File: src/rtl/fltadd_seq.sv
// Sequential half-precision-style float adder that owns the data-memory port while busy.
// Define FLTADD_RNE_EN for round-to-nearest-even; otherwise the sum is truncated.
module fltadd_seq #(
  parameter logic [7:0] SRC_ADDR = 8'd128,
  parameter logic [7:0] DST_ADDR = 8'd132
) (
  input  logic       clk,
  input  logic       reset,
  input  logic       start,
  output logic       busy,
  output logic       done,
  output logic       err,
  output logic [7:0] DataAddress,
  output logic       ReadMem,
  output logic       WriteMem,
  output logic [7:0] DataIn,
  input  logic [7:0] DataOut
);

`ifdef FLTADD_RNE_EN
  localparam logic RNE_ON = 1'b1;
`else
  localparam logic RNE_ON = 1'b0;
`endif

  typedef enum logic [3:0] {
    S_IDLE, S_LD0, S_LD1, S_LD2, S_LD3, S_ALIGN, S_ADD, S_RND, S_WR0, S_WR1, S_DONE
  } state_t;

  state_t state, state_nxt;

  logic [7:0]  a0, a1, b0;
  logic [10:0] sig_l, sig_s, sig_r;
  logic [5:0]  exp_r;
  logic [3:0]  k_r;
  logic        rnd_r, stk_r, sign_r, err_r;

  // Returns {exp, significand}; handles rounding carry, overflow to infinity and zero.
  function automatic logic [16:0] round_norm(input logic [10:0] sig, input logic [5:0] exp_in,
                                             input logic rnd, input logic stk, input logic rne);
    logic        inc;
    logic [11:0] s;
    logic [5:0]  e;
    inc = rne & rnd & (stk | sig[0]);
    s   = {1'b0, sig} + {11'd0, inc};
    e   = exp_in;
    if (s[11]) begin
      s = s >> 1;
      e = e + 6'd1;
    end
    if (sig == 11'd0) begin
      e = 6'd0;
      s = 12'd0;
    end else if (e >= 6'd31) begin
      e = 6'd31;
      s = 12'd0;
    end
    return {e, s[10:0]};
  endfunction

  // Operand decode; B's low byte is taken straight off the bus during LD3.
  logic [4:0]         exp_a, exp_b;
  logic [10:0]        sig_a, sig_b;
  logic signed [6:0]  exp_diff;
  logic [6:0]         exp_mag;
  logic [3:0]         k_val;
  logic               a_larger, sign_mis;
  logic [11:0]        sum;
  logic [16:0]        rounded;

  always_comb begin
    exp_a    = a0[6:2];
    exp_b    = b0[6:2];
    sig_a    = (exp_a == 5'd0) ? 11'd0 : {1'b1, a0[1:0], a1};
    sig_b    = (exp_b == 5'd0) ? 11'd0 : {1'b1, b0[1:0], DataOut};
    exp_diff = $signed({2'b00, exp_a}) - $signed({2'b00, exp_b});
    a_larger = ~exp_diff[6];
    exp_mag  = exp_diff[6] ? 7'(-exp_diff) : 7'(exp_diff);
    k_val    = (exp_mag > 7'd12) ? 4'd12 : exp_mag[3:0];
    sign_mis = a0[7] ^ b0[7];
    sum      = {1'b0, sig_l} + {1'b0, sig_s};
    rounded  = round_norm(sig_r, exp_r, rnd_r, stk_r, RNE_ON);
  end

  always_ff @(posedge clk or negedge reset) begin
    if (!reset) begin
      state  <= S_IDLE;
      a0     <= 8'd0;
      a1     <= 8'd0;
      b0     <= 8'd0;
      sig_l  <= 11'd0;
      sig_s  <= 11'd0;
      sig_r  <= 11'd0;
      exp_r  <= 6'd0;
      k_r    <= 4'd0;
      rnd_r  <= 1'b0;
      stk_r  <= 1'b0;
      sign_r <= 1'b0;
      err_r  <= 1'b0;
    end else begin
      state <= state_nxt;
      case (state)
        S_IDLE, S_DONE: if (start) err_r <= 1'b0;
        S_LD0: a0 <= DataOut;
        S_LD1: a1 <= DataOut;
        S_LD2: b0 <= DataOut;
        S_LD3: begin
          rnd_r <= 1'b0;
          stk_r <= 1'b0;
          k_r   <= k_val;
          if (sign_mis) begin
            err_r  <= 1'b1;
            sign_r <= 1'b0;
            exp_r  <= 6'd0;
            sig_r  <= 11'd0;
          end else begin
            sign_r <= a0[7];
            exp_r  <= {1'b0, a_larger ? exp_a : exp_b};
            sig_l  <= a_larger ? sig_a : sig_b;
            sig_s  <= a_larger ? sig_b : sig_a;
          end
        end
        S_ALIGN: begin
          sig_s <= sig_s >> 1;
          rnd_r <= sig_s[0];
          stk_r <= stk_r | rnd_r;
          k_r   <= k_r - 4'd1;
        end
        S_ADD: begin
          if (sum[11]) begin
            sig_r <= sum[11:1];
            rnd_r <= sum[0];
            stk_r <= stk_r | rnd_r;
            exp_r <= exp_r + 6'd1;
          end else begin
            sig_r <= sum[10:0];
          end
        end
        S_RND: begin
          exp_r <= rounded[16:11];
          sig_r <= rounded[10:0];
          if (sig_r == 11'd0) sign_r <= 1'b0;
        end
        default: ;
      endcase
    end
  end

  always_comb begin
    state_nxt   = state;
    busy        = 1'b0;
    done        = 1'b0;
    err         = err_r;
    DataAddress = 8'd0;
    ReadMem     = 1'b0;
    WriteMem    = 1'b0;
    DataIn      = 8'd0;
    case (state)
      S_IDLE: if (start) state_nxt = S_LD0;
      S_LD0: begin
        busy = 1'b1; ReadMem = 1'b1; DataAddress = SRC_ADDR;
        state_nxt = S_LD1;
      end
      S_LD1: begin
        busy = 1'b1; ReadMem = 1'b1; DataAddress = 8'(SRC_ADDR + 8'd1);
        state_nxt = S_LD2;
      end
      S_LD2: begin
        busy = 1'b1; ReadMem = 1'b1; DataAddress = 8'(SRC_ADDR + 8'd2);
        state_nxt = S_LD3;
      end
      S_LD3: begin
        busy = 1'b1; ReadMem = 1'b1; DataAddress = 8'(SRC_ADDR + 8'd3);
        if (sign_mis)            state_nxt = S_WR0;
        else if (k_val != 4'd0)  state_nxt = S_ALIGN;
        else                     state_nxt = S_ADD;
      end
      S_ALIGN: begin
        busy = 1'b1;
        if (k_r == 4'd1) state_nxt = S_ADD;
      end
      S_ADD: begin
        busy = 1'b1;
        state_nxt = S_RND;
      end
      S_RND: begin
        busy = 1'b1;
        state_nxt = S_WR0;
      end
      S_WR0: begin
        busy = 1'b1; WriteMem = 1'b1; DataAddress = DST_ADDR;
        DataIn = {sign_r, exp_r[4:0], sig_r[9:8]};
        state_nxt = S_WR1;
      end
      S_WR1: begin
        busy = 1'b1; WriteMem = 1'b1; DataAddress = 8'(DST_ADDR + 8'd1);
        DataIn = sig_r[7:0];
        state_nxt = S_DONE;
      end
      S_DONE: begin
        done = 1'b1;
        if (start) state_nxt = S_LD0;
      end
      default: state_nxt = S_IDLE;
    endcase
  end

endmodule

File: config.mk
export PLATFORM = sky130hd
export DESIGN_NAME = fltadd_seq
export DESIGN_NICKNAME = d
export VERILOG_FILES = /design/src/rtl/fltadd_seq.sv
export SDC_FILE = /design/constraint.sdc
export NUM_CORES = 1
export LEC_CHECK = 0
export CAP_MARGIN = 20
export CORE_MARGIN = 2
export CORE_UTILIZATION = 35
export CTS_BUF_LIST = sky130_fd_sc_hd__clkbuf_4 sky130_fd_sc_hd__clkbuf_8 sky130_fd_sc_hd__clkbuf_16
export CTS_CLUSTER_DIAMETER = 80
export DETAILED_ROUTE_END_ITERATION = 10
export GPL_ROUTABILITY_DRIVEN = 0
export PLACE_DENSITY = 0.63
export SYNTH_ARGS = -nofsm -noshare
export SYNTH_HDL_FRONTEND = slang
export SYNTH_SLANG_ARGS = --single-unit
File: constraint.sdc
create_clock -name clk -period 3.74 [get_ports clk]
set_clock_uncertainty 0.2 [all_clocks]
set_input_delay 0.748 -clock clk [delete_from_list [all_inputs] [get_ports clk]]
set_output_delay 0.748 -clock clk [all_outputs]
set_load 0.03 [all_outputs]
-- Yosys cells after proc, flatten, opt, wreduce, memory -nomap -nowiden
Cells that the tools add are included.
- bits of input ports: 11
- register bits: 73
- $lt $le $gt $ge: 2
- reduce and logical (&&, ||, !) cells: 20
- multiplexer cells: 37
- add/sub/neg operators: 5
- bitwise gates (word level): 2
- eq/ne operators: 18
- operator list (operator ; number):
    two-way mux 11 bit ; 9
    one-hot mux 8 bit (6 select lines) ; 1
    one-hot mux 4 bit (10 select lines) ; 1
    one-hot mux 11 bit (3 select lines) ; 1
    one-hot mux 11 bit (2 select lines) ; 1
    two-way mux 6 bit ; 3
    one-hot mux 6 bit (3 select lines) ; 1
    == test 4 x 3 -> 1 bit (second input constant) ; 4
    two-way mux 4 bit ; 4
    one-hot mux 8 bit (2 select lines) ; 1
    adder 11 x 11 -> 12 bit ; 1
    == test 4 bit (second input constant) ; 3
    logical NOT 11 bit ; 1
    logical NOT 5 bit ; 2
    two-way mux 5 bit ; 2
    inequality test 2 bit (second input constant) ; 5
    AND reduction 3 bit ; 3
    OR reduction 9 bit ; 1
    == test 4 x 1 -> 1 bit (second input constant) ; 2
    == test 4 x 2 -> 1 bit (second input constant) ; 2
    two-way mux 1 bit ; 8
    one-hot mux 4 bit (2 select lines) ; 1
    AND reduction 2 bit ; 4
    greater-than comparator 7 x 4 -> 1 bit (second input constant) ; 1
    18 further kinds ; 22

-- Longest topological paths before layout
- depth in word-level cells: 9
- depth in mapped cells: 11
- gate-level depth less buffers: 9

-- Worst setup path before layout
Ideal clock, no wire load.
- path type: register -> output
- start: register state[0]
- end: output DataAddress[7]
- cell stages (with the launch flop): 5
- arrival time: 1870 ps
- slack: 922 ps
- required time: 2792 ps
- path buffers: 2
- path through: dfrtp_1 clkbuf_1 buf_1 nor2_1 o32ai_1
- cells in the longest elaborated chain, start to end: 2
- elaborated cells on any way between the ends: 7
- classes of those cells: eq/ne (6); mux (1)
- RTL lines (element ; line ; RTL):
    start, declared ; 30 ; state_t state, state_nxt;
    start signal, assigned ; 101 ; state <= state_nxt;
    == test 4 bit, or another cell as far along ; 158 ; case (state)
    one-hot mux 8 bit (6 select lines) * ; 158 ;
    end, declared ; 13 ; output logic [7:0] DataAddress,
Mark *: on every way between the ends. The rest lies on a longest branch, timed or not.

-- Worst setup path after layout
- start: register state[1]
- end: output DataIn[2]
- cells in the longest elaborated chain, start to end: 2
- elaborated cells on any way between the ends: 3
- classes of those cells: eq/ne (2); mux (1)
- RTL lines (element ; line ; RTL):
    == test 4 bit ; 158 ;
    one-hot mux 8 bit (2 select lines) * ; 158 ;
    end, declared ; 16 ; output logic [7:0] DataIn,
Marked as above.

==> results.json <==
{
  "fin_crit_sh": 0.896,
  "io_pins": 32,
  "clock_sinks": 73,
  "yosys_warnings": 0,
  "portBuffers": 27,
  "clk_pin_slew_ns": 0.06,
  "area_growth_syn_to_layout_pct": 14.3,
  "crit_type": "flip-flop to output pin",
  "vias": 4375,
  "rsz0062_at_grt": "false",
  "crit_path_start_kind": "flip-flop",
  "drt-total-wl_mm": 12.9,
  "overflow": 0,
  "synth_edf_count": 0,
  "drc_errors": 0,
  "relSlewSlack": 0.406,
  "status": "finished, final reports clean",
  "die_w_um": 123,
  "crit_top_cell": "nor2_1",
  "ff2ff_setup_slack_ns": 0.61,
  "netlist_area_um2": 4950,
  "grt_pass1_vias": 4232,
  "setup_violations": 0,
  "grt_max_degree": 31,
  "critPathRequiredTime_ns": 2.79,
  "hp-class": "input port to async pin",
  "fin_setup_tns_ns": 0,
  "clk_path_buf_depth": 2,
  "die-height_um": 123,
  "cts_root_buf": "clkbuf_16",
  "peakVddDrop_v": 0.000345,
  "htreeDepth": 3,
  "hold_buffers": 0,
  "max_cap_viol_count": 0,
  "crit_slowest_cell": "clkdlybuf4s50_1",
  "worst_pin_slew_ns": 0.891,
  "ys_async_sr_fraction": 1.00,
  "num_rows": 43,
  "numCtsBuffers": 9,
  "dieArea_um2": 15100,
  "initial_utilization": 0.358,
  "cts_tree": "yes",
  "drtIter0Drc": 349,
  "period_needed_ns": 3.35,
  "grt_pass1_wl_mm": 21.6,
  "drive_gt1_frac": 0.110,
  "antenna_found_initial": 0,
  "syn_area_per_cell_um2": 8.97,
  "syn_inst": 552,
  "core_area_um2": 13800,
  "wl_per_cell_um": 17.1,
  "crit_path_cell_trace": "nor2_1 -> nand2_1 -> nor2_1 -> clkdlybuf4s50_1",
  "fmax_ghz": 0.298,
  "cp.arrival_ns": 2.40,
  "final.fill_count": 1374,
  "grtUsageTotal": 0.180,
  "clk_latency_ns": 0.33,
  "hold_slack_ns": 0.263,
  "endpoint_kind": "output pin",
  "yosysSeqAreaShare": 0.369,
  "cp_max_fo": 18,
  "cts_setup_buffers": 0,
  "ant_nets": 0,
  "hold_viol_final": 0,
  "insertedDiodeCount": 0,
  "cts-resized-gates": 0,
  "drt_first_pass_iters": 5,
  "vias_per_cell": 5.79,
  "drv_slew": 0,
  "power.density_nw_per_um2": 1100,
  "synth_flop_cell": "dfrtp_1",
  "critPathMaxStageDelay_ns": 0.68,
  "fin_nets": 603,
  "hpwl_mm": 9.63,
  "synth_cell_types": 69,
  "utilization": 0.409,
  "p_leak_nw": 2.40,
  "ys_ff_latch": 73
}
-- path summary, 6_finish.rpt --
kind                           start        end  cells past startpoint
setup / recovery            state[1]  DataIn[2]                      4
hold / removal                 reset     k_r[1]                      1
setup reg to reg               b0[3]   sig_l[1]                      8
hold reg to reg            sig_l[10]  sig_l[10]                      2
max in group asynchronous      reset      b0[4]                      2
min in group clk           sig_l[10]  sig_l[10]                      2
-- registers in the layout, indices dropped and copies added (netlist names) --
| name | count |
|---|---|
| state | 4 |
| sign_r | 1 |
| err | 1 |
| a0 | 8 |
| sig_r | 11 |
| sig_l | 11 |
| sig_s | 11 |
| k_r | 4 |
| a1 | 8 |
| exp_r | 6 |
| b0 | 8 |
-- Yosys cell counts (6+ instances only) --
cell	count	area, µm²
dfrtp_1	73	1830
nor2_1	60	225
nand2_1	40	150
a21oi_1	31	155
nand3_1	31	155
o21ai_0	31	155
clkbuf_1	22	82.6
mux2_2	21	236
ha_1	20	250
inv_1	20	75.1
mux2i_1	19	190
a221o_1	15	150
a221oi_1	11	96.3
nor3_1	11	55.1
nand2b_1	9	56.3
xnor2_1	8	70.1
o211ai_1	7	52.6
a21o_1	6	45.0
o31ai_1	6	45.0
or3_1	6	37.5
-- kinds of logic (layout without fill, tap and decap cells) --
kind of cell               count (synthesis)  after routing  synth area share
and+or+nand+nor                          191            191             0.186
AOI/OAI and AO/OA                        160            160             0.231
DFF                                       73             73             0.369
buffers and inverters                     52             72            0.0427
muxes                                     40             40            0.0862
adders and majority gates                 22             22            0.0586
xor gates and xnor gates                  13             13            0.0258
other                                      1              4          0.000758
-- layout by cell type, fill, tap and decap left out, drive strengths merged, types with 5 or more instances in the layout --
cell type	n
dfrtp	73
nor2	60
nand2	40
o21ai	35
a21oi	31
nand3	31
clkdlybuf4s50	25
mux2	21
inv	21
ha	20
mux2i	19
a221o	15
nor3	13
a221oi	11
buf	11
clkbuf	10
nand2b	9
xnor2	8
o211ai	7
o31ai	7
or3	6
a21o	6
or2	6
nand4	5
o22ai	5
-- power by group --
group | leakage, nW | internal, W | switching, W
logic | 1.34 | 0.00162 | 0.00227
registers | 0.919 | 0.00114 | 0.000408
clock network | 0.132 | 0.000458 | 0.000345
-- per-layer routing --
| layer | share of wire | vias up | wire length, µm | global-route usage |
|---|---|---|---|---|
| li1 | - | 2097 | - | - |
| met1 | 0.48 | 2116 | 6170 | 0.258 |
| met2 | 0.45 | 134 | 5840 | 0.273 |
| met3 | 0.043 | 28 | 560 | 0.0300 |
| met4 | 0.024 | 0 | 308 | 0.0682 |
| met5 | 0 | - | 0 | 0 |
-- metrics by stage --
step	total power, W	setup slack (ns)	instance area (µm²)	cells
detailed placement	0.00540	0.710	5380	739
finish	0.00625	0.390	5660	755
floorplan	0.00444	0.922	4960	555
CTS	0.00623	0.378	5660	755
global route	0.00677	0.181	5660	755
global placement	0.00531	0.759	5380	739
-- area by class of cell --
class | count | area, µm² | area share
Inverter | 20 | 75.1 | 0.0133
Timing Repair Buffer | 36 | 330 | 0.0584
Clock inverter | 6 | 42.5 | 0.00752
Tap cell | 180 | 225 | 0.0398
Sequential cell | 73 | 1830 | 0.323
Multi-Input combinational cell | 430 | 2920 | 0.517
Clock buffer | 10 | 233 | 0.0412
-- worst max-delay path: cells and delay by family (launching register included) --
family | cells | cell delay [ns]
buffers and inverters | 1 | 0.68
DFF | 1 | 0.58
and+or+nand+nor | 3 | 0.81
Power figures use the tool's default switching activity.
